<file path="src/rtl/rec_df_ram1_arbiter.sv">
// Single-port RAM arbiter between the reconstruction writer (rec) and the deblocking reader (DF).
// Grants and RAM strobes are combinational; hold copies, starvation counter and read-valid pipe are registered.
module rec_df_ram1_arbiter #(
  parameter int unsigned STARVE_MAX = 4,
  parameter int unsigned RAM_DEPTH  = 96
) (
  input  logic        clk,
  input  logic        reset,
  input  logic        rec_req,
  input  logic [6:0]  rec_addr,
  input  logic [31:0] rec_din,
  output logic        rec_gnt,
  input  logic        DF_req,
  input  logic [6:0]  DF_addr,
  output logic        DF_gnt,
  output logic        DF_dout_valid,
  output logic        rec_DF_RAM1_cs_n,
  output logic        rec_DF_RAM1_wr,
  output logic [6:0]  rec_DF_RAM1_addr,
  output logic [31:0] rec_DF_RAM1_din,
  input  logic        err_clr,
  output logic        addr_err
);

  localparam int unsigned AW = 7;
  localparam int unsigned DW = 32;
  localparam int unsigned CW = 3;

  logic [CW-1:0] starve_cnt;
  logic [AW-1:0] addr_hold;
  logic [DW-1:0] din_hold;
  logic [1:0]    valid_pipe;

  logic rec_win;
  logic rec_in_range;
  logic df_in_range;
  logic rec_access;
  logic df_access;
  logic bad_grant;

  // Arbitration and RAM strobe generation; reset forces every strobe idle.
  always_comb begin
    rec_win          = 1'b0;
    rec_gnt          = 1'b0;
    DF_gnt           = 1'b0;
    rec_in_range     = (32'(rec_addr) < RAM_DEPTH);
    df_in_range      = (32'(DF_addr) < RAM_DEPTH);
    rec_access       = 1'b0;
    df_access        = 1'b0;
    bad_grant        = 1'b0;
    rec_DF_RAM1_cs_n = 1'b1;
    rec_DF_RAM1_wr   = 1'b0;
    rec_DF_RAM1_addr = addr_hold;
    rec_DF_RAM1_din  = din_hold;
    if (!reset) begin
      rec_win    = rec_req && (!DF_req || (starve_cnt == CW'(STARVE_MAX)));
      rec_gnt    = rec_win;
      DF_gnt     = DF_req && !rec_win;
      rec_access = rec_gnt && rec_in_range;
      df_access  = DF_gnt && df_in_range;
      bad_grant  = (rec_gnt && !rec_in_range) || (DF_gnt && !df_in_range);
      if (rec_access) begin
        rec_DF_RAM1_cs_n = 1'b0;
        rec_DF_RAM1_wr   = 1'b1;
        rec_DF_RAM1_addr = rec_addr;
        rec_DF_RAM1_din  = rec_din;
      end else if (df_access) begin
        rec_DF_RAM1_cs_n = 1'b0;
        rec_DF_RAM1_addr = DF_addr;
      end
    end
  end

  // Starvation counter: counts consecutive cycles rec waits while requesting.
  always_ff @(posedge clk or posedge reset) begin
    if (reset) begin
      starve_cnt <= '0;
    end else if (!rec_req || rec_gnt) begin
      starve_cnt <= '0;
    end else if (starve_cnt != CW'(STARVE_MAX)) begin
      starve_cnt <= starve_cnt + CW'(1);
    end
  end

  // Hold copies so the RAM bus keeps its last driven address/data when idle.
  always_ff @(posedge clk or posedge reset) begin
    if (reset) begin
      addr_hold <= '0;
      din_hold  <= '0;
    end else begin
      if (rec_access || df_access) addr_hold <= rec_DF_RAM1_addr;
      if (rec_access)              din_hold  <= rec_din;
    end
  end

  // Read-valid pipe matches the RAM's two-cycle read latency.
  always_ff @(posedge clk or posedge reset) begin
    if (reset) begin
      valid_pipe <= '0;
    end else begin
      valid_pipe <= {valid_pipe[0], DF_gnt};
    end
  end

  assign DF_dout_valid = valid_pipe[1];

  // Sticky address error; a new error beats a simultaneous clear.
  always_ff @(posedge clk or posedge reset) begin
    if (reset) begin
      addr_err <= 1'b0;
    end else if (bad_grant) begin
      addr_err <= 1'b1;
    end else if (err_clr) begin
      addr_err <= 1'b0;
    end
  end

endmodule

</file>
<file path="config.mk">
export PLATFORM = sky130hd
export DESIGN_NAME = rec_df_ram1_arbiter
export DESIGN_NICKNAME = d
export VERILOG_FILES = /design/src/rtl/rec_df_ram1_arbiter.sv
export SDC_FILE = /design/constraint.sdc
export NUM_CORES = 1
export LEC_CHECK = 0
export ABC_AREA = 1
export ABC_CLOCK_PERIOD_IN_PS = 2100
export CAP_MARGIN = 20
export CELL_PAD_IN_SITES_DETAIL_PLACEMENT = 1
export CELL_PAD_IN_SITES_GLOBAL_PLACEMENT = 1
export CORE_MARGIN = 2
export CORE_UTILIZATION = 26
export CTS_CLUSTER_DIAMETER = 120
export CTS_CLUSTER_SIZE = 8
export DETAILED_ROUTE_END_ITERATION = 16
export HOLD_SLACK_MARGIN = 0.1
export PLACE_DENSITY = 0.86
export RECOVER_POWER = 25
export SYNTH_ARGS = -nofsm -noshare
export SYNTH_HDL_FRONTEND = slang
export SYNTH_SLANG_ARGS = --single-unit
</file>
<file path="constraint.sdc">
create_clock -name clk -period 2.1 [get_ports clk]
set_input_delay 0.42 -clock clk [delete_from_list [all_inputs] [get_ports clk]]
set_output_delay 0.42 -clock clk [all_outputs]
set_load 0.02 [all_outputs]
</file>
==> impl_results.md, run 1 <==
- Initial antenna violation count: 0
- RSZ-0062 raised after global routing: yes
- Starting Density: 0.2649
- Slowest cell on crit path: dfrtp_1
- Drt total wl: 8.987 mm
- R2R Setup Slk: -0.28 ns
- Worst Path Required: 1.68 ns
- Final Cycle Share: 1.160
- Area delta synth->final: 113.5%
- Vias in the first global route: 2800
- Fillers: 926
- WL/cell: 15.52 um
- Gpl congestion: 0.7689
- Seq cells post-synth: 45
- Hold_buf cts: 0
- Max clock buf depth: 2
- Fmax: 0.4106 GHz
- Post-synthesis average cell area: 7.667 um2
- H-tree Lvls: 2
- DR pass1 iterations: 4
- Detail Route Antenna Nets: 0
- IO Port Bufs: 95
- Die Height: 95.03 um
- Pwr Density: 704.2 mW/mm2
- Slew headroom: 0.2708
- Vias/cell: 4.459
- Final Hold Vio Count: 0
- Diodes inserted: 0
- Worst-path clk slew: 0.08 ns
- CP cell instances: inv_2 -> ha_4 -> nand2_4 -> nand2_4 -> nand4_4 -> buf_6 -> clkinv_8 -> clkbuf_16 -> nand2_1 -> nand2_1 -> buf_6
- Peak VDD IR: 0.0003676 V
- Vias: 2582
- TritonCTS clock tree: yes
- Hold crit path type: register to register
- Largest net degree at the start of global routing: 27
- Total number of yosys warnings: 0
- Final setup fails: 43
- Final Skew: 0.008325 ns
- I/O Pins: 96
- First-pass GRT wire length: 13.22 mm
- Setup TNS: -11.73 ns
- Post-Syn Area: 0.002155 mm2
- Die Wd: 95.03 um
- Slowest stage delay, CP: 0.40 ns
- Share of layout cells above drive strength 1: 0.5338
- Slew Viols, Final: 0
- Sequential element share of the synthesized area: 0.5226
- Post-Synth XOR/XNOR Area: 0.008130
- Final hold slack: 0.3616 ns
- Critical path peak fanout: 10
- Simple-Gate Fraction of Synth Area: 0.3560
- Largest family of logic cells by synthesized area: simple AND/OR/NAND/NOR gates
- Syn nets: 334
- Failing checks: negative setup slack
- Cell row count: 33
- Synth Instances: 281
- Detailed Route Iter0 Violations: 72
- Die area: 0.009031 mm2
- Post-route setup slack: -0.3352 ns
- Inserted Clock Buffers: 5
- Place WS: -0.7056 ns
- Final #Nets: 526
- Critical path capture point type: primary output
- Crit path DAT: 2.02 ns
- CTS root buffer: clkbuf_8
- Core Box Area: 0.008134 mm2
- Total global routing overflow: 0
- Tmin final: 2.435 ns
- Post-synthesis adder-cell area fraction: 0.01161
- Unique masters post-synth: 22
- Max_cap viols: 0
- Leak: 2.430 nW
- Clock sink total: 45
- Mux contribution to synthesized area: 0
- Status: finished, violations left
- GR Util All Layers: 0.1902
- Post-detailed-route DRC marker count: 0
- Slew @ Worst Pin: 1.094 ns
- Setup crit start kind: register
- CP Class: register to primary output
- Detail Placement HPWL: 5.704 mm
- Compound-gate portion of the synthesized area: 0.02091
- Clk_lat worst skew: 0.29 ns
[per-layer routing]
layer	GRT usage	vias up	share of wire
met3	0.03636	16	0.040
met2	0.3694	75	0.58
li1	-	1235	-
met4	0.05314	0	0.019
met1	0.2085	1256	0.37
met5	0	-	0
[timing repair]
item | 4_1_cts | 5_1_grt
cloned | 1 | 3
pin swaps | 18 | 28
resized for setup | 293 | 112
setup buffers | 19 | 9
endpoints found under the setup margin | 43 | 43
[cells in the mapped netlist (all sizes together)]
library cell	n	area, um2
o22ai	1	6.260
nor3	5	25.02
ha	2	25.02
or2	5	31.28
xnor2	1	8.760
and2	1	6.260
xor2	1	8.760
dfrtp	45	1126
buf	8	65.06
nand3	8	40.04
inv	29	108.9
nor2	16	60.06
o21ai	2	13.76
nand4	3	40.04
nand2	149	564.3
a21oi	5	25.02
[final timing paths]
kind,depth (start not counted),end,startpoint
max in group asynchronous,3,din_hold[10],reset
worst max register to register,18,addr_hold[1],starve_cnt[0]
worst min-delay path,0,valid_pipe[1],valid_pipe[0]
worst min register to register,0,valid_pipe[1],valid_pipe[0]
min in group asynchronous,3,addr_hold[5],reset
worst max-delay path,11,rec_DF_RAM1_din[25],starve_cnt[0]
[state kept, by name, indices dropped and copies added (netlist names)]
register,flops
addr_err,1
addr_hold,7
din_hold,32
starve_cnt,3
valid_pipe,2
[per-stage QoR]
stage | utilization | instance area [um2] | cells | power [mW]
global route | 0.5656 | 4601 | 579 | 3.427
global placement | 0.4570 | 3717 | 540 | 2.295
finish | 0.5656 | 4601 | 579 | 3.240
detailed placement | 0.4570 | 3717 | 540 | 2.354
CTS | 0.5085 | 4136 | 568 | 3.076
floorplan | - | 2160 | 281 | 1.663
[cells in the final DEF, fill, tap and decap left out, types with 6 or more instances in the layout]
cell type / netlist / layout
buf_6: 4 / 55
clkdlybuf4s50_1: 0 / 50
inv_2: 2 / 9
dfrtp_1: 45 / 45
nor2_1: 16 / 7
nand2_2: 2 / 58
inv_1: 27 / 18
buf_4: 0 / 72
nand2_4: 0 / 16
nand2_1: 147 / 75
nor2_2: 0 / 6
[worst max-delay path: cells and delay by family, from the launching register on]
family        cells  cell delay [ns]
fa+ha+maj         1             0.15
buf+inv           5             0.65
flops             1             0.40
simple gates      5             0.52
[kinds of logic after synthesis]
group | count (synthesis)
buffers and inverters | 37
adders and majority gates | 2
AOI/OAI and AO/OA | 8
DFF | 45
xor gates and xnor gates | 2
and+or+nand+nor | 187
[final cells by class]
type	instances	area, um2	area share
clock buffers	8	80.08	0.01741
inverters	29	122.6	0.02665
multi-input cells	199	1231	0.2676
flip-flops and latches	45	1126	0.2448
well taps	105	131.4	0.02856
repair buffers	193	1909	0.4150
[where the power goes]
group | switching (mW) | total, mW | internal (mW)
clock network | 0.290 | 0.527 | 0.237
registers | 0.0647 | 1.10 | 1.03
logic | 0.789 | 1.61 | 0.825
No activity file was read; power rests on OpenSTA's default activity.
==> inputs of run 2 (changes only) <==
Settings changed: CAP_MARGIN 20 to default.
==> results of run 2 <==
No change in the layout: final DEF, timing and power equal those of run 1.
==> inputs of run 3 (changes only) <==
Settings changed: PLACE_DENSITY 0.86 to 0.81.
==> run 3 against run 2 <==
  * The flow still finishes with violations (negative setup slack)
  * Clock skew down 0.0047 ns
  * Global-route usage down 0.79 points
  * Register-to-register slack better by 0.47 ns
  * Total power down 4.0%
  * Sequential power about the same
  * Maximum frequency up 3.0%
  * Worst setup slack better by 0.072 ns
  * Final area down 2.5%
  * Critical path type is now input port to primary output
==> impl_results.md, run 3 (synthesized netlist as in run 1, its figures left out) <==
- Peak VDD IR: 0.0003644 V (was 0.0003676 V)
- Hold_buf cts: 0 (unchanged)
- Cell row count: 33 (unchanged)
- Detailed Route Iter0 Violations: 33 (was 72)
- Status: finished, violations left (unchanged)
- GR Util All Layers: 0.1823 (was 0.1902)
- Starting Density: 0.2649 (unchanged)
- Gpl congestion: 0.7717 (was 0.7689)
- Critical path capture point type: primary output (unchanged)
- Final Hold Vio Count: 0 (unchanged)
- Net Sw Power: 1.093 mW (was 1.144 mW)
- Largest net degree at the start of global routing: 28 (was 27)
- WL/cell: 14.87 um (was 15.52 um)
- Drt total wl: 8.419 mm (was 8.987 mm)
- Fillers: 947 (was 926)
- Setup TNS: -7.815 ns (was -11.73 ns)
- Die area: 0.009031 mm2 (unchanged)
- Placed insts: 530 (was 540)
- Largest regs: din_hold: 32 flops, addr_hold: 7 flops, starve_cnt: 3 flops (unchanged)
- Clock sink total: 45 (unchanged)
- Max reg flops: 32 (unchanged)
- Commonest non-fill, non-tap cells in the layout: nand2_1, buf_4, nand2_2, clkdlybuf4s50_1, dfrtp_1 (was nand2_1, buf_4, nand2_2, buf_6, clkdlybuf4s50_1)
- RR Startpoint: starve_cnt[0] (unchanged)
- Final hold slack: 0.3624 ns (was 0.3616 ns)
- Vias: 2498 (was 2582)
- Most common cell after layout, fill and taps aside: nand2_1 (unchanged)
- Core Box Area: 0.008134 mm2 (unchanged)
- DR pass1 iterations: 4 (unchanged)
- R2R depth: 14 (was 18)
- Diodes inserted: 0 (unchanged)
- Tot Pwr: 3.111 mW (was 3.240 mW)
- Inserted Clock Buffers: 5 (unchanged)
- Vias in the first global route: 2660 (was 2800)
- Worst Path Required: 1.68 ns (about the same)
- Post-route insts no fill: 566 (was 579)
- Net Sw Frac: 0.3513 (was 0.3531)
- Share of layout cells above drive strength 1: 0.5033 (was 0.5338)
- Max_cap viols: 0 (unchanged)
- Util after Layout: 0.5515 (was 0.5656)
- Slew @ Worst Pin: 0.9948 ns (was 1.094 ns)
- Detail Placement HPWL: 5.153 mm (was 5.704 mm)
- Setup crit start kind: input port (was register)
- Cell Int Power: 2.018 mW (was 2.096 mW)
- H-tree Lvls: 2 (unchanged)
- Fmax: 0.4232 GHz (was 0.4106 GHz)
- Seq pwr share: 0.351 (was 0.339)
- Hold crit path type: register to register (unchanged)
- Failing checks: negative setup slack (unchanged)
- First-pass GRT wire length: 12.74 mm (was 13.22 mm)
- Total global routing overflow: 0 (unchanged)
- Gate power share: 0.473 (was 0.498)
- Biggest register: din_hold (unchanged)
- Clk_lat worst skew: 0.29 ns (about the same)
- Tmin final: 2.363 ns (was 2.435 ns)
- RSZ-0062 raised after global routing: yes (unchanged)
- Final setup fails: 42 (was 43)
- Die Height: 95.03 um (unchanged)
- Initial antenna violation count: 0 (unchanged)
- Area delta synth->final: 108.2% (was 113.5%)
- Vias/cell: 4.413 (was 4.459)
- Max clock buf depth: 2 (unchanged)
- Hold Path Origin: valid_pipe[0] (unchanged)
- Post-place instance area: 0.003642 mm2 (was 0.003717 mm2)
- Die Wd: 95.03 um (unchanged)
- Critical path peak fanout: 5 (was 10)
- Worst hold stages: 0 (unchanged)
- Design Area, Final: 0.004486 mm2 (was 0.004601 mm2)
- I/O Pins: 96 (unchanged)
- R2R Setup Slk: 0.19 ns (was -0.28 ns)
- CP Class: input port to primary output (was register to primary output)
- Post-route setup slack: -0.2631 ns (was -0.3352 ns)
- Place WS: -0.6410 ns (was -0.7056 ns)
- IO Port Bufs: 95 (unchanged)
- Crit path DAT: 1.94 ns (was 2.02 ns)
- CTS root buffer: clkbuf_8 (unchanged)
- Final Cycle Share: 1.125 (was 1.160)
- Clock Power Share: 0.176 (was 0.163)
- Slew headroom: 0.3368 (was 0.2708)
- Hold path endpoint: valid_pipe[1] (unchanged)
- TritonCTS clock tree: yes (unchanged)
- Worst-path clk slew: 0.08 ns (about the same)
- Pwr Density: 693.5 mW/mm2 (was 704.2 mW/mm2)
- FF-to-FF End: din_hold[1] (was addr_hold[1])
- Final #Nets: 514 (was 526)
- Detail Route Antenna Nets: 0 (unchanged)
- Post-detailed-route DRC marker count: 0 (unchanged)
- Leak: 2.423 nW (was 2.430 nW)
- Slew Viols, Final: 0 (unchanged)
- Final Skew: 0.003575 ns (was 0.008325 ns)
==> run 3: cell types whose count changed in the layout (fill, tap and decap cells not counted), moves of 3 or more <==
cell     before  now
buf_6        55   44
nor2_2        6    1
nand3_2       2    5
nor2_1        7   14
buf_12        4    7
nand2_4      16   20
buf_4        72   66
nand2_2      58   53
==> run 3: metal layers <==
layer  part of all wire  routed length, um  global-route usage
met4              0.014                119             0.03261
met2               0.56               4695              0.3457
met3              0.045                376             0.03874
met1               0.38               3228              0.2120
met5                  0                  0                   0
==> run 3: area by class of cell <==
| type | count | area [um2] | area share |
|---|---|---|---|
| Sequential cell | 45 | 1126 | 0.2510 |
| Inverter | 29 | 118.9 | 0.02650 |
| Multi-Input combinational cell | 199 | 1207 | 0.2692 |
| Tap cell | 105 | 131.4 | 0.02929 |
| Clock inverter | 1 | 7.507 | 0.001674 |
| Clock buffer | 6 | 82.58 | 0.01841 |
| Timing Repair Buffer | 181 | 1812 | 0.4039 |
==> run 3: power by group through the flow <==
stage	Clock, mW	Sequential [mW]	Combinational (mW)
finish	0.546	1.09	1.47
detailed placement	0	1.10	1.19
global route	0.601	1.11	1.58
global placement	0	1.09	1.16
CTS	0.565	1.09	1.35
floorplan	0	1.09	0.572
==> run 3: critical path, cell delays in order <==
cell,delay (ns)
clkdlybuf4s50_1,0.49
nand2_2,0.10
nand4_4,0.18
clkinv_4,0.11
buf_12,0.14
buf_16,0.13
buf_8,0.13
a21oi_4,0.11
buf_6,0.13
==> run 3: timing repair <==
action / in CTS / in global routing
pin swaps: 13 / 15
resized for setup: 325 / 60
endpoints found under the setup margin: 43 / 43
buffers inserted: 11 / 14
cloned: 4 / 2
==> run 3: worst max path at each step <==
| stage | start | endpoint | slack (ns) | depth (start not counted) |
|---|---|---|---|---|
| after floorplan | reset | rec_DF_RAM1_din[10] | 0.08 | 7 |
| after global placement | reset | rec_DF_RAM1_addr[1] | -0.63 | 8 |
| after detailed placement | rec_req | rec_DF_RAM1_addr[1] | -0.64 | 9 |
| after CTS | starve_cnt[0] | rec_DF_RAM1_addr[5] | -0.32 | 10 |
| after global routing | starve_cnt[1] | rec_DF_RAM1_din[15] | -0.35 | 12 |
| final | rec_addr[5] | rec_DF_RAM1_cs_n | -0.26 | 9 |
